<file path="src/rtl/raster_output_queue.sv">
// Rasterizer output queue: circular FWFT buffer between raster unit and shading stage.
// Optional occupancy/drop statistics enabled by RAS_OUTPUT_QUEUE_STATS_EN.

package raster_output_queue_pkg;
    typedef struct packed {
        logic [15:0] x;
        logic [15:0] y;
        logic [23:0] z;
        logic [15:0] tri_id;
    } raster_output_data_t;
endpackage

module raster_output_queue
    import raster_output_queue_pkg::*;
#(
    parameter int unsigned DEPTH = 4
) (
    input  logic                      clk,
    input  logic                      resetn,
    input  logic                      in_valid,
    input  raster_output_data_t       in_data,
    output logic                      fifo_full,
    output logic                      out_valid,
    output raster_output_data_t       out_data,
    input  logic                      out_ready,
    output logic [$clog2(DEPTH):0]    count,
`ifdef RAS_OUTPUT_QUEUE_STATS_EN
    output logic [$clog2(DEPTH):0]    high_water,
    output logic [15:0]               drop_count,
`endif
    output logic                      overflow
);

    localparam int unsigned AW = $clog2(DEPTH);
    localparam int unsigned CW = AW + 1;

    raster_output_data_t mem [DEPTH];
    logic [AW-1:0] wr_ptr;
    logic [AW-1:0] rd_ptr;

    logic          pop;
    logic          push;
    logic          drop;
    logic          is_full;
    logic [CW-1:0] count_nxt;

    // Handshake decode; a pop frees the slot for a same-edge push when full.
    always_comb begin
        pop       = 1'b0;
        push      = 1'b0;
        drop      = 1'b0;
        is_full   = (count == CW'(DEPTH));
        pop       = out_valid && out_ready;
        push      = in_valid && (!is_full || pop);
        drop      = in_valid && is_full && !pop;
        count_nxt = count + CW'(push) - CW'(pop);
    end

    // Storage is intentionally not reset.
    always_ff @(posedge clk) begin
        if (push) begin
            mem[wr_ptr] <= in_data;
        end
    end

    assign out_data = mem[rd_ptr];

    always_ff @(posedge clk or negedge resetn) begin
        if (!resetn) begin
            wr_ptr    <= '0;
            rd_ptr    <= '0;
            count     <= '0;
            out_valid <= 1'b0;
            fifo_full <= 1'b0;
            overflow  <= 1'b0;
        end else begin
            if (push) begin
                wr_ptr <= wr_ptr + AW'(1);
            end
            if (pop) begin
                rd_ptr <= rd_ptr + AW'(1);
            end
            count     <= count_nxt;
            out_valid <= (count_nxt != '0);
            fifo_full <= (count_nxt == CW'(DEPTH));
            if (drop) begin
                overflow <= 1'b1;
            end
        end
    end

`ifdef RAS_OUTPUT_QUEUE_STATS_EN
    // Peak occupancy since reset and saturating dropped-write counter.
    always_ff @(posedge clk or negedge resetn) begin
        if (!resetn) begin
            high_water <= '0;
            drop_count <= '0;
        end else begin
            if (count_nxt > high_water) begin
                high_water <= count_nxt;
            end
            if (drop && (drop_count != 16'hFFFF)) begin
                drop_count <= drop_count + 16'd1;
            end
        end
    end
`endif

endmodule

</file>
<file path="config.mk">
export PLATFORM = sky130hd
export DESIGN_NAME = raster_output_queue
export DESIGN_NICKNAME = d
export VERILOG_FILES = /design/src/rtl/raster_output_queue.sv
export SDC_FILE = /design/constraint.sdc
export NUM_CORES = 1
export LEC_CHECK = 0
export CORE_MARGIN = 2
export CORE_UTILIZATION = 35
export DETAILED_ROUTE_END_ITERATION = 6
export PLACE_DENSITY = 0.59
export SKIP_LAST_GASP = 1
export SYNTH_ARGS = -nofsm -noshare
export SYNTH_HDL_FRONTEND = slang
export SYNTH_SLANG_ARGS = --single-unit
</file>
<file path="constraint.sdc">
create_clock -name clk -period 8.9 [get_ports clk]
set_input_delay 1.335 -clock clk [delete_from_list [all_inputs] [get_ports clk]]
set_output_delay 1.335 -clock clk [all_outputs]
set_load 0.1 [all_outputs]
</file>
==> results of run 1 <==
## cells in the mapped netlist
master and number:
xnor2_1 5, nor3_1 1, buf_6 7, and2_1 4
a41o_1 1, nand2_1 2, nand3_1 1, dfrtp_1 10
nor2_1 2, mux2_2 1, a31oi_2 1, buf_4 1
edfxtp_1 288, ha_1 6, buf_2 8, mux4_2 72
inv_1 9, fa_1 1
## per-stage QoR
stage | cells | cell area, µm² | utilization (%) | worst slack (ns) | hold WS [ns]
global placement | 958 | 12900 | 41.9 | 4.17 | 0.458
finish | 1011 | 13800 | 44.9 | 3.71 | 0.477
CTS | 1011 | 13800 | 44.9 | 3.55 | 0.482
floorplan | 420 | 10900 | - | 4.94 | 0.534
detailed placement | 958 | 12900 | 41.9 | 4.15 | 0.464
global route | 1011 | 13800 | 44.9 | 3.41 | 0.488
## layout make-up
cell class / instances / area (µm²)
flip-flops and latches: 298 / 8910
fillers: 2556 / 16900
well taps: 396 / 495
inverters: 9 / 33.8
clock buffers: 36 / 795
multi-input cells: 97 / 1850
repair buffers: 158 / 1570
clock inverters: 17 / 129
## state kept, by name (all words and copies together) (netlist names)
register and count:
count 3, mem 288, overflow 1, fifo_full 1, out_valid 1, wr_ptr 2, rd_ptr 2
## worst max-delay path by stage
stage / endpoint / slack [ns] / depth (start not counted)
6_report: out_data[16] / 3.71 / 3
5_1_grt: out_data[17] / 3.41 / 3
4_1_cts: out_data[23] / 3.55 / 3
3_5_place_dp: out_data[23] / 4.15 / 3
3_3_place_gp: out_data[23] / 4.17 / 3
2_1_floorplan: mem[0][0] / 4.94 / 3
## routing by layer
| metal | up-vias | GRT usage, % | routed length (µm) |
|---|---|---|---|
| met5 | - | 0 | 0 |
| met3 | 29 | 2.83 | 983 |
| li1 | 2142 | - | - |
| met2 | 124 | 22.3 | 10500 |
| met4 | 0 | 3.03 | 445 |
| met1 | 2542 | 15.4 | 8340 |
## critical path: cells and delay by family, from the launching register on
family | cells | cell delay, ns
multiplexers | 1 | 0.63
flip-flops | 1 | 0.85
buffers and inverters | 2 | 1.75
## kinds of logic (layout without fill, tap and decap cells)
logic type	count (synthesis)	count (layout)	synth area share (%)
flops	298	298	81.6
mux	73	73	15.0
fa+ha+maj	7	7	0.872
buf+inv	25	220	1.47
simple gates	10	10	0.459
xor+xnor	5	5	0.402
compound gates	2	2	0.207
==> results_dict.tcl, run 1 <==
set metrics [dict create \
    finClkSkew_ns 0.0103 \
    grt_max_degree 74 \
    first_global_vias 5544 \
    cp_slowest_cell "clkdlybuf4s50_1" \
    max_clock_freq_ghz 0.193 \
    path_cells "buf_4 > mux4_2 > clkdlybuf4s50_1" \
    setup_viol 0 \
    tightestPinTransition_ns 1.16 \
    nNetsFinal 677 \
    grt_overflow 0 \
    criticalPathCategory "reg2out" \
    die_width_um 180 \
    postCtsSetupBuffers 0 \
    cp.arrival_ns 3.85 \
    cts_buffers 30 \
    final_layout_size_suffix_gt1_share_pct 20.0 \
    layout_commonest_cell "edfxtp_1" \
    period_share_pct 58.3 \
    postRouteWirelength_mm 20.3 \
    clkTransAtPathRegs_ns 0.06 \
    ios 154 \
    drc 0 \
    syn_inst 420 \
    grt.total_usage_pct 12.5 \
    die_area_um2 32600 \
    clk_latency_ns 0.54 \
    ys_types 18 \
    rsz0062_at_grt "false" \
    dr.first_iter.drc_count 244 \
    viasPerCell 4.78 \
    fin_crit_ns 5.19 \
    drv_slew 0 \
    die_h_um 180 \
    ant_nets 0 \
    hold_path_class "reg2reg" \
    hp-start "overflow" \
    clkSinkCount 298 \
    most-common-layout-cells "edfxtp_1, clkdlybuf4s50_1, mux4_2" \
    postSynthNetCount 503 \
    cp_max_fo 42 \
    yosysTopAreaCell "edfxtp_1" \
    initial_core_util_pct 35.5 \
    ys_ff_latch 298 \
    first_pass_iters 4 \
    vias 4837 \
    ys_seq_area_share_pct 81.6 \
    grt_pass1_wl_mm 31.8 \
    cts_tree "done" \
    synthTopCellsByArea "edfxtp_1, mux4_2, dfrtp_1, buf_6, ha_1" \
    port_buffers 153 \
    h-tree-depth 1 \
    holdPathStages 1 \
    antenna_found_initial 0 \
    placementRows 64 \
    clockBufferDepth 3 \
    report.final.hold_viol_count 0 \
    slew_headroom_pct 22.9 \
    cp-start-kind "flip-flop" \
    place_congestion 0.677 \
    ctsResizeCount 0 \
    crit_start "rd_ptr[0]" \
    syn_to_final_growth_pct 26.4 \
    timing.rr.start "out_valid" \
    ys_warn_count 0 \
    cp-end-kind "output port" \
    cap_violations 0 \
    worstPathRequired_ns 7.57 \
    cp_slowest_stage_delay_ns 0.99 \
    syn_avg_cell_area_um2 26.0 \
    wl_per_cell_um 20.1 \
    diodes 0 \
    syn-cell-area_um2 10900 \
    outcome "finished, final reports clean" \
    tns_ns 0 \
    core_area_um2 30700 \
    dpl.hpwl_mm 12.1 \
    hold_path_end "overflow" \
    root_buffer "clkbuf_16" \
    r2r_cells 10 \
    synth_top_area_share_pct 79.3 \
    r2r-end "out_valid" \
    r2r_slack_ns 6.26 \
    postCtsHoldBufs 0 \
]
Power of run 1 is not shown: default switching activity piles up to over one toggle a cycle in this logic, so the estimate is an artifact.
==> run 2: changes to the inputs <==
--- a/config.mk
+++ b/config.mk
@@ -8,7 +8,7 @@
 export CORE_MARGIN = 2
 export CORE_UTILIZATION = 35
 export DETAILED_ROUTE_END_ITERATION = 6
-export PLACE_DENSITY = 0.59
+export PLACE_DENSITY = 0.61
 export SKIP_LAST_GASP = 1
 export SYNTH_ARGS = -nofsm -noshare
 export SYNTH_HDL_FRONTEND = slang
==> constraint.sdc (replaced) <==
create_clock -name clk -period 4.2 [get_ports clk]
set_input_delay 0.63 -clock clk [delete_from_list [all_inputs] [get_ports clk]]
set_output_delay 0.63 -clock clk [all_outputs]
set_load 0.1 [all_outputs]
==> results_dict.tcl, run 2 (synthesis results as in run 1) <==
set metrics [dict create \
    ios 154 \
    r2r_slack_ns 1.68 \
    fin_crit_ns 3.69 \
    antenna_found_initial 1 \
    postRouteWirelength_mm 21.0 \
    core_area_um2 30700 \
    postCtsSetupBuffers 0 \
    cp-start-kind "flip-flop" \
    criticalPathCategory "reg2out" \
    die_area_um2 32600 \
    cap_violations 0 \
    tns_ns 0 \
    place_congestion 0.684 \
    r2r_cells 10 \
    first_global_vias 5586 \
    max_clock_freq_ghz 0.271 \
    report.final.hold_viol_count 0 \
    wl_per_cell_um 20.7 \
    die_width_um 180 \
    cts_tree "done" \
    drv_slew 0 \
    clockBufferDepth 3 \
    ant_nets 0 \
    root_buffer "clkbuf_16" \
    tightestPinTransition_ns 1.01 \
    clkSinkCount 298 \
    cp-endpoint "out_data[46]" \
    slew_headroom_pct 32.5 \
    most-common-layout-cells "edfxtp_1, clkdlybuf4s50_1, mux4_2" \
    vias 4907 \
    period_share_pct 87.8 \
    ctsResizeCount 0 \
    port_buffers 153 \
    timing.rr.start "out_valid" \
    dpl.hpwl_mm 12.5 \
    cp_max_fo 32 \
    grt.total_usage_pct 12.9 \
    outcome "finished, final reports clean" \
    register_area_um2 8910 \
    clkTransAtPathRegs_ns 0.06 \
    nNetsFinal 684 \
    initial_core_util_pct 35.5 \
    postCtsHoldBufs 0 \
    worstPathRequired_ns 3.57 \
    setup_viol 0 \
    finClkSkew_ns 0.0150 \
    crit_start "rd_ptr[0]" \
    first_pass_iters 4 \
    h-tree-depth 1 \
    grt_overflow 0 \
    rsz0062_at_grt "false" \
    cp.arrival_ns 3.06 \
    cts_buffers 31 \
    largestRegisters "mem x288, count x3" \
    final_layout_size_suffix_gt1_share_pct 27.7 \
    cp-end-kind "output port" \
    grt_max_degree 59 \
    fillCellCount 2595 \
    largest_reg_flops 288 \
    dr.first_iter.drc_count 236 \
    drc 0 \
    top_register "mem" \
    syn_to_final_growth_pct 25.9 \
    r2r-end "out_valid" \
    placementRows 64 \
    viasPerCell 4.83 \
    multi_input_comb_area_um2 1850 \
    clk_latency_ns 0.55 \
    hold_path_class "in2async" \
    layout_commonest_cell "edfxtp_1" \
    grt_pass1_wl_mm 32.5 \
    die_h_um 180 \
]
run 2: how the worst min path moves through the flow:
stage	start	to	slack [ns]	cells past startpoint
6_report	resetn	count[0]	0.41	1
5_1_grt	resetn	fifo_full	0.42	1
4_1_cts	resetn	fifo_full	0.39	1
3_5_place_dp	overflow	overflow	0.47	1
3_3_place_gp	overflow	overflow	0.47	1
2_1_floorplan	resetn	count[0]	0.33	0
run 2: metrics by stage:
step	instances	instance area, µm²	util, %	hold slack (ns)	worst slack [ns]
4_1_cts	1014	13700	44.8	0.390	0.421
2_1_floorplan	420	10900	-	0.334	0.492
3_5_place_dp	964	12800	41.8	0.474	0.889
3_3_place_gp	964	12800	41.8	0.468	1.03
5_1_grt	1014	13700	44.8	0.416	0.346
6_report	1015	13700	44.8	0.407	0.511
run 2: critical path: stages, from the launching register on:
cell,delay (ns)
dfrtp_4,0.87
mux4_2,0.61
clkdlybuf4s50_1,0.99
run 2: layout make-up:
class | instances | area share (%)
clock buffer | 36 | 5.79
clock inverter | 14 | 0.829
sequential | 298 | 64.9
antenna | 1 | 0.0182
inverter | 9 | 0.246
multi-input combinational | 97 | 13.5
timing repair buffer | 164 | 11.2
tap | 396 | 3.61
run 2: per-layer routing:
metal  part of all wire (%)  vias up  global-route usage [%]
li1                       -     2148                       -
met1                     43     2585                    17.0
met2                     49      147                    21.6
met3                    6.4       27                    3.27
met4                    1.5        0                    3.06
met5                      0        -                       0
Power of run 2 is left out for the same reason.
